### src/rtl/morse_sequencer.sv
// Morse letter sequencer for letters A-H: latches a letter on start, then drives
// the LED with timed marks/gaps from an internal unit divider and pulses done at the end.
module morse_sequencer #(
  parameter int TICK_DIV = 25000000
) (
  input  logic       clk,
  input  logic       resetn,
  input  logic       start,
  input  logic [2:0] letter,
  output logic       led,
  output logic       busy,
  output logic       ready,
  output logic       done
);

  localparam int CW = $clog2(3 * TICK_DIV + 1);
  localparam logic [CW-1:0] UNIT = CW'(TICK_DIV);
  localparam logic [CW-1:0] LONG = CW'(3 * TICK_DIV);
  localparam logic [CW-1:0] ONE  = CW'(1);
  localparam logic [CW-1:0] ZERO = CW'(0);

  typedef enum logic [1:0] {
    IDLE = 2'd0,
    MARK = 2'd1,
    GAP  = 2'd2,
    TAIL = 2'd3
  } state_t;

  // Pattern is MSB first (1 = dash); unused trailing bits are zero.
  function automatic logic [6:0] rom_lookup(input logic [2:0] code);
    logic [6:0] entry;
    case (code)
      3'd0:    entry = {4'b0100, 3'd2};
      3'd1:    entry = {4'b1000, 3'd4};
      3'd2:    entry = {4'b1010, 3'd4};
      3'd3:    entry = {4'b1000, 3'd3};
      3'd4:    entry = {4'b0000, 3'd1};
      3'd5:    entry = {4'b0010, 3'd4};
      3'd6:    entry = {4'b1100, 3'd3};
      3'd7:    entry = {4'b0000, 3'd4};
      default: entry = {4'b0000, 3'd1};
    endcase
    return entry;
  endfunction

  state_t          state_r, state_s;
  logic [CW-1:0]   cnt_r, cnt_s;
  logic [3:0]      pat_r, pat_s;
  logic [2:0]      len_r, len_s;
  logic [1:0]      idx_r, idx_s;
  logic            done_s;
  logic [6:0]      rom_s;
  logic            led_r, busy_r, ready_r, done_r;

  assign rom_s = rom_lookup(letter);

  // Next-state, counter and element bookkeeping; pat_r shifts so bit 3 is always the current element.
  always_comb begin
    state_s = state_r;
    cnt_s   = cnt_r;
    pat_s   = pat_r;
    len_s   = len_r;
    idx_s   = idx_r;
    done_s  = 1'b0;
    case (state_r)
      IDLE: begin
        if (start) begin
          pat_s   = rom_s[6:3];
          len_s   = rom_s[2:0];
          idx_s   = 2'd0;
          cnt_s   = rom_s[6] ? LONG : UNIT;
          state_s = MARK;
        end else begin
          state_s = IDLE;
        end
      end
      MARK: begin
        if (cnt_r == ONE) begin
          if (({1'b0, idx_r} + 3'd1) < len_r) begin
            state_s = GAP;
            cnt_s   = UNIT;
          end else begin
            state_s = TAIL;
            cnt_s   = LONG;
          end
        end else begin
          cnt_s = cnt_r - ONE;
        end
      end
      GAP: begin
        if (cnt_r == ONE) begin
          state_s = MARK;
          idx_s   = idx_r + 2'd1;
          pat_s   = {pat_r[2:0], 1'b0};
          cnt_s   = pat_r[2] ? LONG : UNIT;
        end else begin
          cnt_s = cnt_r - ONE;
        end
      end
      TAIL: begin
        if (cnt_r == ONE) begin
          state_s = IDLE;
          cnt_s   = ZERO;
          done_s  = 1'b1;
        end else begin
          cnt_s = cnt_r - ONE;
        end
      end
      default: begin
        state_s = IDLE;
        cnt_s   = ZERO;
      end
    endcase
  end

  // State and registered outputs, derived from the next state so they align with it.
  always_ff @(posedge clk or posedge resetn) begin
    if (resetn) begin
      state_r <= IDLE;
      cnt_r   <= ZERO;
      pat_r   <= 4'b0000;
      len_r   <= 3'd0;
      idx_r   <= 2'd0;
      led_r   <= 1'b0;
      busy_r  <= 1'b0;
      ready_r <= 1'b1;
      done_r  <= 1'b0;
    end else begin
      state_r <= state_s;
      cnt_r   <= cnt_s;
      pat_r   <= pat_s;
      len_r   <= len_s;
      idx_r   <= idx_s;
      led_r   <= (state_s == MARK);
      busy_r  <= (state_s != IDLE);
      ready_r <= (state_s == IDLE);
      done_r  <= done_s;
    end
  end

  assign led   = led_r;
  assign busy  = busy_r;
  assign ready = ready_r;
  assign done  = done_r;

endmodule

### config.mk
export PLATFORM = sky130hd
export DESIGN_NAME = morse_sequencer
export DESIGN_NICKNAME = d
export VERILOG_FILES = /design/src/rtl/morse_sequencer.sv
export SDC_FILE = /design/constraint.sdc
export NUM_CORES = 1
export LEC_CHECK = 0
export BUFFER_PORTS_ARGS = -buffer_cell sky130_fd_sc_hd__buf_2
export CORE_AREA = 5 5 75 77
export DETAILED_ROUTE_END_ITERATION = 7
export DIE_AREA = 0 0 80 82
export GPL_TIMING_DRIVEN = 0
export HOLD_SLACK_MARGIN = 0.05
export PLACE_DENSITY_LB_ADDON = 0.1
export SETUP_SLACK_MARGIN = 0.3
export SLEW_MARGIN = 20
export SYNTH_ARGS = -nofsm -noshare
export SYNTH_HDL_FRONTEND = slang
export SYNTH_SLANG_ARGS = --single-unit
### constraint.sdc
create_clock -name clk -period 2.25 [get_ports clk]
set_clock_uncertainty 0.1 [all_clocks]
set_input_delay 0.1125 -clock clk [delete_from_list [all_inputs] [get_ports clk]]
set_output_delay 0.1125 -clock clk [all_outputs]
set_load 0.01 [all_outputs]
==> results of run 1 <==
final cells by class:
type | instances | area, um^2
multi-input combinational | 232 | 1734
fill | 383 | 1478
sequential | 40 | 1003
timing repair buffer | 44 | 377.9
buffer | 15 | 107.6
tap | 70 | 87.58
clock buffer | 5 | 68.82
inverter | 12 | 45.04
clock inverter | 3 | 42.54
worst register-to-register path, cell delays in order (launching register included):
cell      delay (ns)
dfrtp_1         0.38
buf_6           0.11
or4_4           0.47
buf_6           0.13
or4_4           0.47
or3_4           0.46
o211ai_2        0.17
o221a_2         0.20
registers in the layout (all words and copies together) (netlist names):
register	cells
len_r	3
state_r	2
pat_r	2
idx_r	2
led	1
busy	1
ready	1
done	1
cnt_r	27
cell usage after synthesis (2+ instances only):
| master | n | area [um^2] |
|---|---|---|
| o31a_1 | 5 | 43.79 |
| nor4_2 | 2 | 25.02 |
| and3_1 | 2 | 12.51 |
| clkbuf_1 | 11 | 41.29 |
| buf_2 | 3 | 15.01 |
| nor2b_1 | 2 | 12.51 |
| o21ai_0 | 32 | 160.2 |
| a32o_1 | 2 | 20.02 |
| o41ai_1 | 2 | 17.52 |
| mux2i_1 | 4 | 40.04 |
| nor2_1 | 18 | 67.56 |
| o21a_1 | 8 | 60.06 |
| nor3_1 | 16 | 80.08 |
| o22ai_1 | 2 | 12.51 |
| a31oi_1 | 8 | 50.05 |
| a22o_1 | 3 | 26.28 |
| nand3_1 | 6 | 30.03 |
| o2bb2ai_1 | 2 | 17.52 |
| o221ai_1 | 2 | 17.52 |
| a21o_1 | 8 | 60.06 |
| nand2b_1 | 2 | 12.51 |
| or2_2 | 3 | 18.77 |
| dfrtp_1 | 39 | 975.9 |
| or4_1 | 4 | 30.03 |
| ha_1 | 9 | 112.6 |
| a21boi_0 | 2 | 15.01 |
| inv_1 | 12 | 45.04 |
| or3_1 | 5 | 31.28 |
| nand2_1 | 28 | 105.1 |
| o211ai_1 | 3 | 22.52 |
| nor4_1 | 14 | 87.58 |
| a21oi_1 | 12 | 60.06 |
| nand4_1 | 2 | 12.51 |
| nor3b_1 | 4 | 30.03 |
| and2_1 | 2 | 12.51 |
routing by layer:
metal,vias up,GRT usage,wire (um)
li1,1232,-,-
met1,1287,0.3043,3209
met2,134,0.4363,3865
met3,48,0.06360,583
met4,0,0.1605,384
met5,-,0,0
path summary, 6_finish.rpt:
kind	startpoint	slack, ns	cells past startpoint	endpoint
worst max-delay path	cnt_r[4]	-0.29	7	cnt_r[26]
worst min register to register	len_r[1]	0.40	2	len_r[1]
worst max register to register	cnt_r[4]	-0.29	7	cnt_r[26]
min in group asynchronous	resetn	0.25	3	state_r[1]
max in group asynchronous	resetn	1.26	4	ready
worst min-delay path	start	0.14	3	cnt_r[24]
stage by stage:
stage               total power (W)    util  TNS (ns)
floorplan                 0.0007740       -    -1.860
global placement          0.0007876  0.5519    -16.10
detailed placement        0.0007945  0.5574    -16.54
CTS                        0.001398  0.6880    -2.711
global route               0.001441  0.7012    -5.302
finish                     0.001395  0.7012    -3.052
cell usage in the layout, fill, tap and decap left out, types with 4 or more instances in the layout:
cell / instances
nor4_4: 7
o21ai_1: 13
mux2i_1: 4
buf_4: 27
dfrtp_1: 38
nor4_1: 7
a31oi_1: 8
buf_2: 7
buf_6: 8
o21a_1: 8
clkbuf_8: 6
clkbuf_1: 9
nor2_1: 15
ha_1: 8
nand2_1: 26
a21o_1: 8
nor3_1: 14
o21ai_0: 17
a21oi_1: 11
inv_1: 10
o31a_1: 5
or3_1: 5
what timing repair did:
item                                    4_1_cts  5_1_grt
pin swaps                                    23        8
endpoints found under the setup margin       37       38
endpoints found under the hold margin        17        0
gates cloned                                  2        0
resized for setup                            72       10
buffers inserted                             29        4
hold buffers                                  1        0
logic make-up after synthesis:
kind of cell | after synthesis | synth area share
AND/OR/NAND/NOR | 117 | 0.2498
AO/OA/AOI/OAI | 101 | 0.2594
flip-flops | 40 | 0.3855
buffers and inverters | 27 | 0.04331
adder cells (fa/ha/maj) | 9 | 0.04331
multiplexers | 4 | 0.01540
XOR/XNOR | 1 | 0.003369
where the power goes:
group	leakage [nW]	internal, W	switching, W
combinational	0.976	0.0000234	0.0000366
sequential	0.489	0.000722	0.00000346
clock	0.0541	0.000329	0.000281
==> qor.csv, run 1 <==
metric,value,unit
outcome,finished with violations,
violations,setup timing,
slew_violations,0,
path_buf_inv,2,
clock-sinks,40,
start_kind,register,
synth-seq-area-share,0.3855,
core-area,4945,um^2
power.leakage,1.519,nW
cp.required,2.40,ns
grt_pass1_vias,2652,
fmax,0.3934,GHz
vias,2701,
io_buffers,7,
cts_buffers,5,
layout_setup_ws,-0.2918,ns
io_pins,10,
grt_overflow,0,
vdd_drop_max,318.6,uV
area_growth,33.35,%
grt_max_degree,24,
hpwl,4849,um
die_h,82,um
synth_cell_type_count,55,
end_kind,register,
layout-drive-gt1-share,0.2991,
path_cells,buf_6 -> or4_4 -> buf_6 -> or4_4 -> or3_4 -> o211ai_2 -> o221a_2,
final_net_count,365,
finalHoldViolations,0,
slew_headroom,0.6023,
cpLargestDelayFamily,simple AND/OR/NAND/NOR gates,
clock_path_buffers,2,
synth_area,2600,um^2
critPathKind,reg2reg,
start_util,0.5258,
clk_pin_slew,0.09,ns
row_count,26,
cp.arrival,2.69,ns
max_stage_delay,0.47,ns
synth_flop_cell,dfrtp_1,
cap_violations,0,
setup_viol,19,
worst_slew_pin_slew,0.5959,ns
crit_fanout,6,
ys_ff_latch,40,
antenna_found_initial,0,
slowest_stage,or4_4,
antenna_cells,0,
drtIter0Drc,257,
htree_levels,2,
grt_setup_unrepaired,true,
die_x,80,um
drt-pass1-iter-count,5,
vias_per_cell,6.416,
preCtsSetupSlack,-0.7531,ns
fin_cells,421,
cts_tree,done,
syn_nets,314,
synth.avg_cell_area,8.696,um^2
drc,0,
track_usage,0.2619,
dpl.cell_count,377,
final_antenna_net_count,0,
power.density,402.4,nW/um^2
wl_per_cell,19.10,um
min_period,2.542,ns
synthCells,299,
synth_edf_count,0,
clock_latency,0.31,ns
root_buffer,clkbuf_8,
holdWs,0.1415,ns
place_area,2756,um^2
finalCritPeriodShare,1.130,
ys_warn_count,0,
wl,8043,um
design_area,3467,um^2
dieArea,6560,um^2
worst_hold_path_type,in2reg,
grt_pass1_wl,13210,um
gp_congestion,0.9168,
synthArstFlopShare,1.000,
Note: power is estimated with default switching activity, not from simulation.
==> inputs of run 2 (changes only) <==
CORE_AREA = 5 5 90 92   (was 5 5 75 77)
DIE_AREA = 0 0 95 97   (was 0 0 80 82)
==> qor.csv, run 2 (synthesized netlist as in run 1, its figures left out) <==
metric,value,unit,change
layout_setup_ws,-0.2695,ns,+0.02232 ns
r2r-end,led,,
cp.arrival,2.63,ns,-0.06 ns
power.density,410.7,nW/um^2,+2.1%
start_util,0.3643,,-0.1615
largest_register,cnt_r,,
drc,0,,unchanged
wl,8153,um,+1.4%
clock_latency,0.31,ns,about the same
root_buffer,clkbuf_8,,
htree_levels,2,,unchanged
clock-sinks,40,,unchanged
area_growth,41.58,%,
die_h,97,um,+18%
antenna_found_initial,0,,unchanged
holdPathStages,3,,unchanged
layout-drive-gt1-share,0.3547,,+0.05560
cap_violations,0,,unchanged
power.leakage,1.595,nW,+5.0%
largestRegisters,"cnt_r x27, len_r x3",,
drt-pass1-iter-count,4,,-1
grt_max_degree,22,,-8.3%
cp.required,2.36,ns,-0.04 ns
reg2reg_from,cnt_r[4],,
start_kind,register,,
cts_tree,done,,
cts_buffers,5,,unchanged
track_usage,0.1799,,-0.08197
die_x,95,um,+19%
end_kind,register,,
drtIter0Drc,261,,+1.6%
worst_slew_pin_slew,0.6029,ns,+0.006988 ns
dieArea,9215,um^2,+40%
core-area,7137,um^2,+44%
grt_pass1_vias,2486,,-6.3%
vias,2631,,-2.6%
whs_endpoint,cnt_r[24],,
violations,setup timing,,
slew_headroom,0.5947,,-0.007578
nFillCells,694,,+81%
crit_fanout,6,,unchanged
final_common_cell,dfrtp_1,,
gp_congestion,0.8213,,-10%
clk_pin_slew,0.09,ns,about the same
rrSetupSlack,-0.27,ns,+0.02 ns
grt_pass1_wl,13150,um,-0.42%
slew_violations,0,,unchanged
io_pins,10,,unchanged
min_from,start,,
outcome,finished with violations,,
io_buffers,7,,unchanged
row_count,31,,+19%
final_antenna_net_count,0,,unchanged
fmax,0.3969,GHz,+0.89%
min_period,2.519,ns,-0.02232 ns
fin_cells,457,,+8.6%
largest_reg_flops,27,,unchanged
vdd_drop_max,378.3,uV,+19%
finalPower,0.001512,W,+8.4%
grt_setup_unrepaired,true,,
post-route-util,0.5158,,-0.1854
hpwl,5056,um,+4.3%
grt_overflow,0,,unchanged
clock_path_buffers,2,,unchanged
final_net_count,372,,+1.9%
vias_per_cell,5.757,,-10%
worst_hold_path_type,in2reg,,
antenna_cells,0,,unchanged
setup_viol,35,,+16
critPathKind,reg2reg,,
finalHoldViolations,0,,unchanged
wl_per_cell,17.84,um,-6.6%
final_cell_mix,"37 x dfrtp_1, 27 x nand2_1, 23 x buf_6, 22 x buf_4, 16 x nor2_1",,
finalCritPeriodShare,1.120,,-0.009920
dpl.cell_count,406,,+7.7%
r2r_cells,9,,+2
## run 2: changes by cell type in the layout (fill, tap and decap cells not counted), moves of 2 or more
cell,previous run,this run
o21ai_2,1,11
o21ai_1,13,9
buf_4,27,22
o21ai_0,17,10
clkbuf_2,0,2
buf_6,8,23
buf_8,3,1
## run 2: layer usage
layer / vias up / share of wire / global-route usage
li1: 1248 / - / -
met1: 1296 / 0.46 / 0.2596
met2: 75 / 0.47 / 0.2674
met3: 12 / 0.051 / 0.03569
met4: 0 / 0.019 / 0.05660
met5: - / 0 / 0
## run 2: area by class of cell
type                    instances  area, um^2  share of cell area
clock inverters                 2       60.06             0.01632
well taps                      99       123.9             0.03365
plain buffers                  15       100.1             0.02719
flip-flops and latches         40        1005              0.2729
multi-input cells             232        1812              0.4922
inverters                      12       45.04             0.01224
repair buffers                 51       462.9              0.1258
clock buffers                   6       72.57             0.01971
## run 2: timing repair
item,CTS,global route
buffers inserted,29,11
resized for setup,79,37
hold endpoints to repair,19,0
hold buffers,1,0
pin swaps,18,32
endpoints found under the setup margin,37,38
gates cloned,2,0
## run 2: per-stage QoR
stage                     setup slack, ns  hold WS, ns  cell area, um^2  setup TNS [ns]
final                             -0.2695       0.1307             3681          -5.843
after detailed placement          -0.8009      0.07394             2793          -18.88
after floorplan                   -0.1698       0.2295             2606          -1.860
after global placement            -0.8226       0.3674             2765          -20.02
after global routing              -0.3063       0.1639             3681          -7.988
after CTS                         -0.2406       0.1241             3456          -4.530
## run 2: where the power goes
group	switching, W	internal [W]
clock network	0.000280	0.000444
logic	0.0000382	0.0000244
registers	0.00000368	0.000722
## run 2: critical path, cell delays in order, from the launching register on
cell     delay [ns]
dfrtp_1        0.38
buf_6          0.12
or4_4          0.47
buf_6          0.13
or4_4          0.47
buf_4          0.17
nor3_4         0.15
buf_4          0.15
nand2_1        0.08
and3_4         0.21
## run 2: how the worst max path moves through the flow
stage | from | to | cells past startpoint
finish | cnt_r[4] | led | 9
global placement | cnt_r[10] | cnt_r[4] | 7
global route | cnt_r[4] | led | 9
CTS | cnt_r[4] | cnt_r[18] | 7
floorplan | cnt_r[1] | cnt_r[18] | 7
detailed placement | cnt_r[1] | cnt_r[12] | 7
==> inputs of run 3 (changes only) <==
PLACE_DENSITY = 0.55   (was default)
PLACE_DENSITY_LB_ADDON = default   (was 0.1)
==> qor.csv, run 3 (synthesized netlist as in run 1, its figures left out) <==
metric,value,unit,change
drc,0,,unchanged
outcome,finished with violations,,
layout_setup_ws,-0.2681,ns,+0.001312 ns
top_layer_used,met4,,
drt-met1-wl,3387,um,-9.0%
gp_congestion,0.8914,,+8.5%
final_common_cell,dfrtp_1,,
wl,7851,um,-3.7%
worst_hold_path_type,in2reg,,
p_switching,0.0002890,W,-10%
max_stage_delay,0.48,ns,about the same
holdPathStages,3,,unchanged
clock_path_buffers,2,,unchanged
slew_headroom,0.6131,,+0.01839
min_period,2.518,ns,-0.001312 ns
track_usage,0.1740,,-0.005927
cts_buffers,5,,unchanged
violations,setup timing,,
worst_slew_pin_slew,0.5797,ns,-0.02319 ns
area_growth,37.25,%,
post-route-util,0.5000,,-0.01578
clock-sinks,40,,unchanged
min_from,start,,
start_util,0.3643,,unchanged
clkPwrFrac,0.401,,-0.078
antenna_cells,0,,unchanged
root_buffer,clkbuf_8,,
path_buf_inv,3,,-1
die_x,95,um,unchanged
slowest_stage,or4_4,,
final_net_count,362,,-2.7%
cap_violations,0,,unchanged
finalHoldViolations,0,,unchanged
finalCritPeriodShare,1.119,,about the same
layout-drive-gt1-share,0.3477,,-0.007047
rrSetupSlack,-0.27,ns,about the same
cpLargestDelayFamily,simple AND/OR/NAND/NOR gates,,
htree_levels,2,,unchanged
io_buffers,7,,unchanged
largestRegisters,"cnt_r x27, len_r x3",,
cp.required,2.33,ns,-0.03 ns
grt_overflow,0,,unchanged
final_cell_mix,"38 x dfrtp_1, 26 x nand2_1, 24 x buf_4, 15 x nor2_1, 13 x nor3_1",,
intPower,0.001027,W,-14%
largest_reg_flops,27,,unchanged
vias_per_cell,5.761,,about the same
r2r_cells,8,,-1
grt_setup_unrepaired,true,,
grt_pass1_wl,12740,um,-3.1%
grt_max_degree,22,,unchanged
core-area,7137,um^2,unchanged
wl_per_cell,17.56,um,-1.5%
power.leakage,1.510,nW,-5.3%
final_antenna_net_count,0,,unchanged
dr_wl_met2,3860,um,about the same
antenna_found_initial,0,,unchanged
nFillCells,690,,-0.58%
drtIter0Drc,216,,-17%
vias,2575,,-2.1%
critPathKind,reg2reg,,
reg2reg_from,cnt_r[4],,
power.density,368.8,nW/um^2,-10%
holdWs,0.1654,ns,+0.03468 ns
finalPower,0.001316,W,-13%
r2r-end,cnt_r[7],,
setup_viol,18,,-49%
p_seq_frac,0.551,,+0.071
clock_latency,0.29,ns,-0.02 ns
met3_length,384,um,-8.1%
end_kind,register,,
cp.arrival,2.60,ns,-0.03 ns
dieArea,9215,um^2,unchanged
io_pins,10,,unchanged
path_cells,buf_6 -> or4_4 -> buf_6 -> or4_4 -> buf_4 -> nor3_4 -> o221ai_2 -> a31o_2,,
hpwl,5021,um,-0.69%
vdd_drop_max,193.3,uV,-49%
slew_violations,0,,unchanged
row_count,31,,unchanged
start_kind,register,,
clk_pin_slew,0.07,ns,-0.02 ns
fmax,0.3971,GHz,about the same
grt_pass1_vias,2529,,+1.7%
whs_endpoint,cnt_r[24],,
largest_register,cnt_r,,
crit_fanout,6,,unchanged
cts_tree,done,,
drt-pass1-iter-count,4,,unchanged
die_h,97,um,unchanged
comb_power_share,0.048,,+0.007
swShare,0.2196,,+0.006943
-- run 3: cell count changes in the layout (fill, tap and decap cells not counted), sizes merged --
cell | before | now
bufinv | 2 | 0
buf | 54 | 44
clkbuf | 17 | 19
-- run 3: how the worst max path moves through the flow --
stage	from	end	cells after the start	slack, ns
floorplan	cnt_r[1]	cnt_r[18]	7	-0.17
global placement	cnt_r[4]	cnt_r[4]	7	-0.76
global route	cnt_r[4]	cnt_r[7]	8	-0.35
finish	cnt_r[4]	cnt_r[7]	8	-0.27
detailed placement	cnt_r[1]	cnt_r[12]	7	-0.79
CTS	cnt_r[4]	cnt_r[26]	7	-0.25
-- run 3: per-layer routing --
metal / GRT usage / vias to the layer above
li1: - / 1234
met1: 0.2334 / 1261
met2: 0.2674 / 62
met3: 0.02793 / 18
met4: 0.08768 / 0
met5: 0 / -
-- run 3: area by class of cell --
class	count	area [um^2]	area share
Sequential cell	40	1003	0.2812
Timing Repair Buffer	41	355.3	0.09958
Clock buffer	8	100.1	0.02805
Tap cell	99	123.9	0.03471
Multi-Input combinational cell	232	1838	0.5151
Buffer	15	102.6	0.02875
Inverter	12	45.04	0.01262
-- run 3: tightest hold or removal path, stage by stage --
cell	delay [ns]
clkbuf_1	0.15
o21ai_0	0.18
a32oi_1	0.06
-- run 3: timing repair --
| item | in CTS | in global routing |
|---|---|---|
| gates resized for setup | 53 | 59 |
| endpoints found under the setup margin | 37 | 38 |
| hold endpoints to repair | 20 | 0 |
| pin swaps | 15 | 27 |
| hold buffers | 1 | 0 |
| gates cloned | 0 | 2 |
| setup buffers | 18 | 12 |
-- run 3: stage by stage --
| stage | setup WS [ns] | TNS [ns] | area [um^2] | instances |
|---|---|---|---|---|
| after detailed placement | -0.7934 | -19.13 | 2793 | 406 |
| final | -0.2681 | -2.419 | 3568 | 447 |
| after global routing | -0.3460 | -4.890 | 3568 | 447 |
| after global placement | -0.7621 | -18.41 | 2765 | 405 |
| after floorplan | -0.1698 | -1.860 | 2606 | 299 |
| after CTS | -0.2491 | -3.181 | 3262 | 433 |
-- run 3: power groups by stage --
| stage | combinational [W] | sequential (W) | clock (W) |
|---|---|---|---|
| 2_1_floorplan | 0.0000350 | 0.000739 | 0 |
| 3_3_place_gp | 0.0000484 | 0.000740 | 0 |
| 3_5_place_dp | 0.0000559 | 0.000740 | 0 |
| 4_1_cts | 0.0000645 | 0.000725 | 0.000546 |
| 5_1_grt | 0.0000731 | 0.000726 | 0.000575 |
| 6_report | 0.0000628 | 0.000725 | 0.000528 |
